<file path="src/rtl/fout_period_meter.sv">
`default_nettype none
// ============================================================================
// Module      : fout_period_meter
// Description : Measures the period and high time of an asynchronous square
//               wave `fin` in `clk` cycles, one result per `start` request.
//               Optional macro CONTINUOUS_MEAS_EN switches to free-running
//               back-to-back measurement (start ignored).
// Revision    : 1.0 - initial release
// ============================================================================
module fout_period_meter #(
    parameter int CNT_W       = 24,
    parameter int TIMEOUT_CYC = 1000000,
    parameter int SYNC_STAGES = 2
) (
    input  logic             clk,
    input  logic             rst,
    input  logic             fin,
    input  logic             start,
    output logic             busy,
    output logic             valid,
    output logic             timeout,
    output logic [CNT_W-1:0] period,
    output logic [CNT_W-1:0] high_time
);

    typedef enum logic [1:0] {
        ST_IDLE    = 2'd0,
        ST_ARM     = 2'd1,
        ST_MEASURE = 2'd2
    } state_t;

    localparam logic [CNT_W-1:0] c_timeout = CNT_W'(TIMEOUT_CYC);
    localparam logic [CNT_W-1:0] c_one     = CNT_W'(1);
    localparam logic [CNT_W-1:0] c_zero    = '0;

`ifdef CONTINUOUS_MEAS_EN
    // Free-running: come out of reset already armed and report busy.
    localparam state_t c_rst_state = ST_ARM;
    localparam logic   c_rst_busy  = 1'b1;
`else
    localparam state_t c_rst_state = ST_IDLE;
    localparam logic   c_rst_busy  = 1'b0;
`endif

    logic [SYNC_STAGES-1:0] r_sync;
    logic                   r_fs_d;
    logic                   w_fs;
    logic                   w_rise;
    logic                   w_fall;

    state_t                 r_state;
    logic [CNT_W-1:0]       r_cnt;
    logic [CNT_W-1:0]       r_high_hold;
    logic                   r_busy;
    logic                   r_valid;
    logic                   r_timeout;
    logic [CNT_W-1:0]       r_period;
    logic [CNT_W-1:0]       r_high_time;

    assign w_fs   = r_sync[SYNC_STAGES-1];
    assign w_rise =  w_fs & ~r_fs_d;
    assign w_fall = ~w_fs &  r_fs_d;

    // Synchronize fin and keep one extra delayed copy for edge detection.
    always_ff @(posedge clk) begin
        if (rst) begin
            r_sync <= '0;
            r_fs_d <= 1'b0;
        end else begin
            r_sync <= {r_sync[SYNC_STAGES-2:0], fin};
            r_fs_d <= w_fs;
        end
    end

    // Measurement FSM: ARM waits for the opening rise, MEASURE counts to the
    // closing rise capturing the falling-edge count on the way.
    always_ff @(posedge clk) begin
        if (rst) begin
            r_state     <= c_rst_state;
            r_cnt       <= c_zero;
            r_high_hold <= c_zero;
            r_busy      <= c_rst_busy;
            r_valid     <= 1'b0;
            r_timeout   <= 1'b0;
            r_period    <= c_zero;
            r_high_time <= c_zero;
        end else begin
            r_valid   <= 1'b0;
            r_timeout <= 1'b0;
            case (r_state)
                ST_IDLE: begin
`ifdef CONTINUOUS_MEAS_EN
                    r_state <= ST_ARM;
                    r_cnt   <= c_zero;
                    r_busy  <= 1'b1;
`else
                    if (start) begin
                        r_state <= ST_ARM;
                        r_cnt   <= c_zero;
                        r_busy  <= 1'b1;
                    end
`endif
                end
                ST_ARM: begin
                    if (w_rise) begin
                        r_state     <= ST_MEASURE;
                        r_cnt       <= c_one;
                        r_high_hold <= c_zero;
                    end else if (r_cnt == c_timeout) begin
                        r_timeout <= 1'b1;
`ifdef CONTINUOUS_MEAS_EN
                        r_cnt     <= c_zero;
`else
                        r_state   <= ST_IDLE;
                        r_busy    <= 1'b0;
`endif
                    end else begin
                        r_cnt <= r_cnt + c_one;
                    end
                end
                ST_MEASURE: begin
                    // A closing rise wins over a coincident timeout.
                    if (w_rise) begin
                        r_valid     <= 1'b1;
                        r_period    <= r_cnt;
                        r_high_time <= r_high_hold;
`ifdef CONTINUOUS_MEAS_EN
                        r_cnt       <= c_one;
                        r_high_hold <= c_zero;
`else
                        r_state     <= ST_IDLE;
                        r_busy      <= 1'b0;
`endif
                    end else begin
                        if (w_fall) begin
                            r_high_hold <= r_cnt;
                        end
                        if (r_cnt == c_timeout) begin
                            r_timeout <= 1'b1;
`ifdef CONTINUOUS_MEAS_EN
                            r_state   <= ST_ARM;
                            r_cnt     <= c_zero;
`else
                            r_state   <= ST_IDLE;
                            r_busy    <= 1'b0;
`endif
                        end else begin
                            r_cnt <= r_cnt + c_one;
                        end
                    end
                end
                default: begin
                    r_state <= c_rst_state;
                    r_busy  <= c_rst_busy;
                    r_cnt   <= c_zero;
                end
            endcase
        end
    end

    assign busy      = r_busy;
    assign valid     = r_valid;
    assign timeout   = r_timeout;
    assign period    = r_period;
    assign high_time = r_high_time;

endmodule
`default_nettype wire
</file>
<file path="config.mk">
export PLATFORM = sky130hd
export DESIGN_NAME = fout_period_meter
export DESIGN_NICKNAME = d
export VERILOG_FILES = /design/src/rtl/fout_period_meter.sv
export SDC_FILE = /design/constraint.sdc
export NUM_CORES = 1
export LEC_CHECK = 0
export CAP_MARGIN = 20
export CORE_ASPECT_RATIO = 0.8
export CORE_MARGIN = 5
export CORE_UTILIZATION = 25
export CTS_BUF_LIST = sky130_fd_sc_hd__clkbuf_4 sky130_fd_sc_hd__clkbuf_8 sky130_fd_sc_hd__clkbuf_16
export CTS_CLUSTER_SIZE = 30
export DETAILED_ROUTE_END_ITERATION = 10
export HOLD_SLACK_MARGIN = 0.06
export PLACE_DENSITY = 0.51
export RECOVER_POWER = 25
export SLEW_MARGIN = 20
export SYNTH_ARGS = -nofsm -noshare
export SYNTH_HDL_FRONTEND = slang
export SYNTH_SLANG_ARGS = --single-unit
</file>
<file path="constraint.sdc">
create_clock -name clk -period 6.3 [get_ports clk]
set_clock_uncertainty 0.05 [all_clocks]
set_input_delay 1.26 -clock clk [delete_from_list [all_inputs] [get_ports clk]]
set_output_delay 1.26 -clock clk [all_outputs]
set_load 0.02 [all_outputs]
</file>
==> results of run 1 <==
through the flow:
stage	cells	setup WS, ps	power (mW)
after CTS	785	2690	1.25
after detailed placement	769	2310	0.720
after global routing	785	1760	1.28
after floorplan	533	3100	0.707
final	785	2150	1.23
after global placement	769	2350	0.719
kinds of logic after synthesis:
kind of cell    share of synthesized area [%]
flops                                    49.9
buf+inv                                  4.74
fa+ha+maj                                1.80
simple gates                             26.6
xor+xnor                                 2.73
mux                                     0.240
compound gates                           14.0
cells in the mapped netlist, types with 4 or more instances:
cell / instances
sky130_fd_sc_hd__nand2_1: 139
sky130_fd_sc_hd__dfxtp_1: 104
sky130_fd_sc_hd__a21oi_1: 85
sky130_fd_sc_hd__clkbuf_1: 36
sky130_fd_sc_hd__nor2_1: 34
sky130_fd_sc_hd__nand3_1: 30
sky130_fd_sc_hd__nor3_1: 12
sky130_fd_sc_hd__inv_1: 9
sky130_fd_sc_hd__xnor2_1: 9
sky130_fd_sc_hd__nand4_1: 7
sky130_fd_sc_hd__ha_1: 6
sky130_fd_sc_hd__nor2b_1: 5
sky130_fd_sc_hd__nor4_1: 5
sky130_fd_sc_hd__o21ai_0: 5
sky130_fd_sc_hd__buf_2: 4
sky130_fd_sc_hd__nor4b_1: 4
sky130_fd_sc_hd__or4_1: 4
sky130_fd_sc_hd__xor2_1: 4
critical path: stages:
cell	delay, ps
sky130_fd_sc_hd__buf_2	520
sky130_fd_sc_hd__clkbuf_1	1790
sky130_fd_sc_hd__a21oi_1	340
sky130_fd_sc_hd__a32o_1	400
worst max path at each step:
stage           from                      to  slack (ps)  cells past startpoint
3_3_place_gp   start  r_cnt[22]$_SDFFE_PP0P_        2350                      6
6_report         rst   r_cnt[9]$_SDFFE_PP0P_        2150                      4
3_5_place_dp   start  r_cnt[22]$_SDFFE_PP0P_        2310                      6
4_1_cts        start  r_cnt[22]$_SDFFE_PP0P_        2690                      6
2_1_floorplan  start  r_cnt[22]$_SDFFE_PP0P_        3100                      6
5_1_grt          rst   r_cnt[9]$_SDFFE_PP0P_        1760                      4
metal layers:
metal	part of all wire, %	GRT usage, %	vias up	wire, microns
li1	-	-	1855	-
met1	51	15.6	1705	5580
met4	0.33	3.58	0	36
met2	44	16.1	93	4860
met5	0	0	-	0
met3	4.6	3.35	4	502
report_power, final:
part           switching (mW)  leakage [nW]  internal (mW)
Combinational          0.0312         0.629         0.0118
Clock                   0.255         0.134          0.271
Sequential            0.00228         0.838          0.659
registers in the layout, indices dropped and copies added, names as in the netlist:
signal / count
busy: 1
period: 24
high_time: 24
r_cnt: 24
r_sync: 2
r_state: 2
valid: 1
timeout: 1
r_high_hold: 24
r_fs_d: 1
cell type report:
type | instances | area, sq um | area share (%)
Multi-Input combinational cell | 378 | 1920 | 37.2
Tap cell | 220 | 275 | 5.35
Inverter | 9 | 33.8 | 0.656
Clock buffer | 9 | 225 | 4.38
Sequential cell | 104 | 2080 | 40.4
Timing Repair Buffer | 58 | 562 | 10.9
Clock inverter | 7 | 53.8 | 1.05
==> impl_results.rst, run 1 <==
.. list-table::
   :header-rows: 1

   * - Metric
     - Value
   * - Outcome
     - finished, violations left
   * - Violations in the final reports
     - max-capacitance violations, max-slew violations
   * - Full die area
     - 19,400 sq um
   * - Critical Path Start Type
     - primary input
   * - Leakage power figure
     - 1.60 nW
   * - Post-synth top area share
     - between 40% and 50%
   * - Gate count after technology mapping
     - about 530
   * - Unrepaired setup endpoints after global routing
     - no
   * - Die span in x
     - between 150 and 200 microns
   * - Number of flops mapped to enable cells by yosys
     - 0
   * - Class of the tightest hold or removal check
     - reg2reg
   * - Largest voltage drop on the vdd net
     - 0.000125 V
   * - Synthesis Warnings
     - 0
   * - Filler cells
     - 1,753
   * - FF-to-FF setup slack
     - 2790 ps
   * - Number of buffers inserted by port buffering
     - 54
   * - CP endpoint kind
     - register
   * - Number of DRC violations after detailed-routing iteration 0
     - between 300 and 400
   * - Most common library cell in the layout ignoring fill and taps
     - sky130_fd_sc_hd__nand2_1
   * - Required time of the critical path
     - 6490 ps
   * - ANT nets after route
     - 0
   * - Number of max-cap violations
     - 1
   * - Post-synthesis async set-or-reset flop share
     - 0%
   * - Count of endpoints failing hold in the final timing report
     - 0
   * - Leading cell types in the layout, fill and taps excluded
     - sky130_fd_sc_hd__nand2_1, sky130_fd_sc_hd__dfxtp_1, sky130_fd_sc_hd__a21oi_1, sky130_fd_sc_hd__clkdlybuf4s50_1, sky130_fd_sc_hd__nor2_1
   * - Total placed instance area
     - 4860 sq um
   * - Clock sinks
     - ~100
   * - Util after Layout
     - a little under a third
   * - Final #Nets
     - 570
   * - Cell types with the largest area share after synthesis
     - sky130_fd_sc_hd__dfxtp_1, sky130_fd_sc_hd__nand2_1, sky130_fd_sc_hd__a21oi_1, sky130_fd_sc_hd__nand3_1, sky130_fd_sc_hd__clkbuf_1
   * - Sequential cell area fraction in the yosys report
     - 49.9%
   * - Detailed Routing Iterations Pass 1
     - 4
   * - Layout Cell Area excl Fill
     - 5150 sq um
   * - Final Hold Slack
     - 393 ps
   * - CTS tree
     - yes
   * - Clock buffer count from CTS
     - 9
   * - Slew at the pin closest to its max-slew limit
     - 2450 ps
   * - Launching point of the worst reg2reg path
     - r_state[0]$_SDFFE_PP0P_
   * - Vias in the first global route
     - between 3,000 and 4,000
   * - Yosys cell types
     - 41
   * - Synthesized Nets
     - between 500 and 600
   * - DRT Wirelength
     - around 11,000 microns
   * - Number of gates given a new drive strength after cts
     - 0
   * - Final-layout setup total negative slack
     - 0 ps
   * - Hold path depth
     - 1
   * - Largest buffer count on any clock path
     - 2
   * - Largest fanout of any net on the critical path
     - 54
   * - Number of top-level design ports
     - 55
   * - Endpoint of the lowest-slack register-to-register path
     - r_cnt[2]$_SDFFE_PP0P_
   * - Total GRT Usage
     - between 10 and 15%
   * - Detailed-route wire length per cell
     - 14.0 microns
   * - Overall via count from detail_route
     - 3,657
   * - WHS Endpoint
     - r_sync[1]$_SDFF_PP0_
   * - DRC viols
     - 0
   * - Die extent in y
     - 126 microns
   * - Crit path arrival time
     - 4350 ps
   * - Vias per Instance
     - 4.66
   * - Gr ovfl total
     - 0
   * - Flops & latches, synth
     - 104
   * - Average instance area after synthesis
     - 7.83 sq um
   * - Number of placement rows
     - 42
   * - Clock slew at reported path FFs
     - 70 ps
   * - Post-route minimum period
     - 4150 ps
   * - Cell type with the highest aggregate area in the netlist
     - sky130_fd_sc_hd__dfxtp_1
   * - Post-cts hold buffer count
     - 0
   * - RePlAce Congestion
     - 0.844
   * - Relative area change from synthesis to final layout
     - 23.3%
   * - Most used flip-flop cell after synthesis
     - sky130_fd_sc_hd__dfxtp_1
   * - Combined area of all synthesized cells
     - approximately 4200 sq um
   * - Antenna fix cells
     - 0
   * - Period utilization
     - 65.9%
   * - Pin count of the biggest net entering global routing
     - 55
   * - Cell area power density
     - 239 nW/um^2
   * - First-pass GRT wire length
     - 17,700 microns
   * - Clock insertion delay at the later pin of the skew report
     - 350 ps
   * - CTS H-Tree Depth
     - 3
   * - Max-slew violation count
     - 55
   * - Highest clock frequency the design can meet
     - 241 MHz
   * - Initial antenna violation count
     - 0
   * - Setup-violating endpoint count in the final report
     - 0
   * - Critical path type
     - in2reg
   * - Initial Utilization
     - 25.4%
   * - Placeable core area
     - 16,400 sq um
   * - Share of layout cells above drive strength 1
     - 4.25%
   * - Final HPWL DP
     - 7410 microns
   * - Start point of the worst hold path
     - r_sync[0]$_SDFF_PP0_
   * - Logic depth of the worst register-to-register path
     - 8
   * - Number of buffers inserted by post-CTS setup repair
     - 0
   * - Root buffer selected by CTS
     - sky130_fd_sc_hd__clkbuf_16
   * - Worst slew margin
     - -63.3%
Power figures use the tool's default switching activity.
==> run 2, diff against run 1 <==
PLACE_DENSITY = 0.53   (was 0.51)
clock period = 3.74 ns   (was 6.3 ns; I/O delays follow)
==> impl_results.rst, run 2 (synthesized netlist as in run 1, its figures left out) <==
.. list-table::
   :header-rows: 1

   * - Metric
     - Value
   * - Dominant cell type by count on the critical path
     - sky130_fd_sc_hd__or4_1
   * - Sw Ratio
     - 21.3% (-2.2 points)
   * - Crit path arrival time
     - 3320 ps (-1030 ps)
   * - Filler cells
     - 1,738 (-0.86%)
   * - Post-cts hold buffer count
     - 0 (unchanged)
   * - Initial antenna violation count
     - 0 (unchanged)
   * - Final Non-Filler Cells
     - 790 (+0.64%)
   * - Number of buffers inserted by port buffering
     - 54 (unchanged)
   * - Util after Layout
     - 31.7% (+0.43 points)
   * - Number of max-cap violations
     - 1 (unchanged)
   * - Largest buffer count on any clock path
     - 2 (unchanged)
   * - Post-route minimum period
     - 3100 ps
   * - Part of the power in the clock network
     - 46.0% (+3.2 points)
   * - CP max stage cell
     - sky130_fd_sc_hd__or4_1
   * - Largest voltage drop on the vdd net
     - 0.000226 V (+81%)
   * - Switching component of the power
     - 0.467 mW (+62%)
   * - Die extent in y
     - 126 microns (unchanged)
   * - Max-slew violation count
     - 50 (-9.1%)
   * - Leading cell types in the layout, fill and taps excluded
     - sky130_fd_sc_hd__nand2_1, sky130_fd_sc_hd__dfxtp_1, sky130_fd_sc_hd__a21oi_1, sky130_fd_sc_hd__nor2_1, sky130_fd_sc_hd__dlygate4sd3_1
   * - Detailed-route wire length per cell
     - 14.1 microns (+0.72%)
   * - Worst slew margin
     - -45.4% (+18 points)
   * - Final HPWL DP
     - 7600 microns (+2.6%)
   * - Gr ovfl total
     - 0 (unchanged)
   * - Unrepaired setup endpoints after global routing
     - no
   * - Clock insertion delay at the later pin of the skew report
     - 340 ps (about the same)
   * - Number of gates given a new drive strength after cts
     - 0 (unchanged)
   * - Vias per Instance
     - 4.62 (-0.93%)
   * - ANT nets after route
     - 0 (unchanged)
   * - Pin count of the biggest net entering global routing
     - 51 (-7.3%)
   * - Class of the tightest hold or removal check
     - reg2reg
   * - DRT Wirelength
     - 11,100 microns (+1.4%)
   * - Total instance count after detailed placement
     - 774 (+0.65%)
   * - Final Hold Slack
     - 400 ps (+6.66 ps)
   * - Outcome
     - finished, violations left
   * - CP endpoint kind
     - register
   * - Critical path, cell by cell
     - clkdlybuf4s50_1 -> nor2b_1 -> or4_4 -> or4_1 -> or4_1 -> a21oi_1
   * - Placeable core area
     - 16,400 sq um (unchanged)
   * - Setup-violating endpoint count in the final report
     - 0 (unchanged)
   * - Total placed instance area
     - 4890 sq um (+0.64%)
   * - Slowest Stage Delay on Critical Path
     - 670 ps (-1120 ps)
   * - Post-placement worst setup slack
     - 320 ps (-1990 ps)
   * - Number of DRC violations after detailed-routing iteration 0
     - 194 (-37%)
   * - RePlAce Congestion
     - 0.842 (-0.26%)
   * - Initial Utilization
     - 25.4% (unchanged)
   * - Leakage power figure
     - 1.71 nW (+6.6%)
   * - Count of endpoints failing hold in the final timing report
     - 0 (unchanged)
   * - Violations in the final reports
     - max-capacitance violations, max-slew violations
   * - Antenna fix cells
     - 0 (unchanged)
   * - Critical Path Start Type
     - primary input
   * - Die span in x
     - 154 microns (unchanged)
   * - Slew at the pin closest to its max-slew limit
     - 2180 ps (-269 ps)
   * - Highest clock frequency the design can meet
     - 323 MHz
   * - Clock slew at reported path FFs
     - 70 ps (about the same)
   * - Clock buffer count from CTS
     - 9 (unchanged)
   * - Relative area change from synthesis to final layout
     - 25.0%
   * - Detailed Routing Iterations Pass 1
     - 4 (unchanged)
   * - Total GRT Usage
     - 11.6% (+0.50 points)
   * - Cell area power density
     - 421 nW/um^2 (+76%)
   * - Sequential fraction of design power
     - 50.7% (-3.0 points)
   * - Number of buffers inserted by post-CTS setup repair
     - 0 (unchanged)
   * - Share of layout cells above drive strength 1
     - 4.74% (+0.49 points)
   * - Part of the power in combinational logic
     - 3.3% (-0.2 points)
   * - DRC viols
     - 0 (unchanged)
   * - Clock sinks
     - 104 (unchanged)
   * - CTS tree
     - yes
   * - Layout Cell Area excl Fill
     - 5220 sq um (+1.4%)
   * - Critical path type
     - in2reg
   * - Most common library cell in the layout ignoring fill and taps
     - sky130_fd_sc_hd__nand2_1
   * - Crit path buf inv count
     - 1 (-1)
   * - Number of top-level design ports
     - 55 (unchanged)
   * - Full die area
     - 19,400 sq um (unchanged)
   * - Overall via count from detail_route
     - 3,646 (-0.30%)
   * - Total design power
     - 2.20 mW (+79%)
   * - Vias in the first global route
     - 3,679 (+8.4%)
   * - CTS H-Tree Depth
     - 3 (unchanged)
   * - CP top delay family
     - simple AND/OR/NAND/NOR gates
   * - Required time of the critical path
     - 3960 ps (-2530 ps)
   * - Number of placement rows
     - 42 (unchanged)
   * - First-pass GRT wire length
     - 18,600 microns (+5.3%)
   * - Final-layout setup total negative slack
     - 0 ps (unchanged)
   * - Largest fanout of any net on the critical path
     - 12 (-78%)
   * - Post-route setup slack
     - 643 ps (-1500 ps)
   * - Cell internal pwr
     - 1.73 mW (+84%)
   * - Final #Nets
     - 575 (+0.88%)
   * - Period utilization
     - between 80 and 90%
   * - Root buffer selected by CTS
     - sky130_fd_sc_hd__clkbuf_16
run 2: area by class of cell:
type,count,area (sq um),share of cell area [%]
clock buffers,10,233,4.46
clock inverters,6,91.3,1.75
inverters,9,33.8,0.647
multi-input cells,378,1900,36.4
flip-flops and latches,104,2080,39.9
well taps,220,275,5.28
repair buffers,63,602,11.5
run 2: final timing paths:
check	startpoint	to	slack [ps]	cells after the start
setup / recovery	start	r_cnt[22]$_SDFFE_PP0P_	640	6
hold / removal	r_sync[0]$_SDFF_PP0_	r_sync[1]$_SDFF_PP0_	400	1
setup reg to reg	r_state[0]$_SDFFE_PP0P_	r_cnt[22]$_SDFFE_PP0P_	790	7
hold reg to reg	r_sync[0]$_SDFF_PP0_	r_sync[1]$_SDFF_PP0_	400	1
run 2: metal layers:
layer  global-route usage (%)  wire length (microns)
met1                     16.5                   5740
met2                     17.2                   4610
met3                     3.59                    707
met4                     2.44                     78
met5                        0                      0
run 2: power by group through the flow:
stage	Clock (mW)	Sequential, mW	Combinational [mW]
floorplan	0	1.14	0.0501
global placement	0	1.14	0.0718
detailed placement	0	1.14	0.0735
CTS	1.04	1.11	0.0738
global route	1.09	1.11	0.0816
finish	1.01	1.11	0.0734
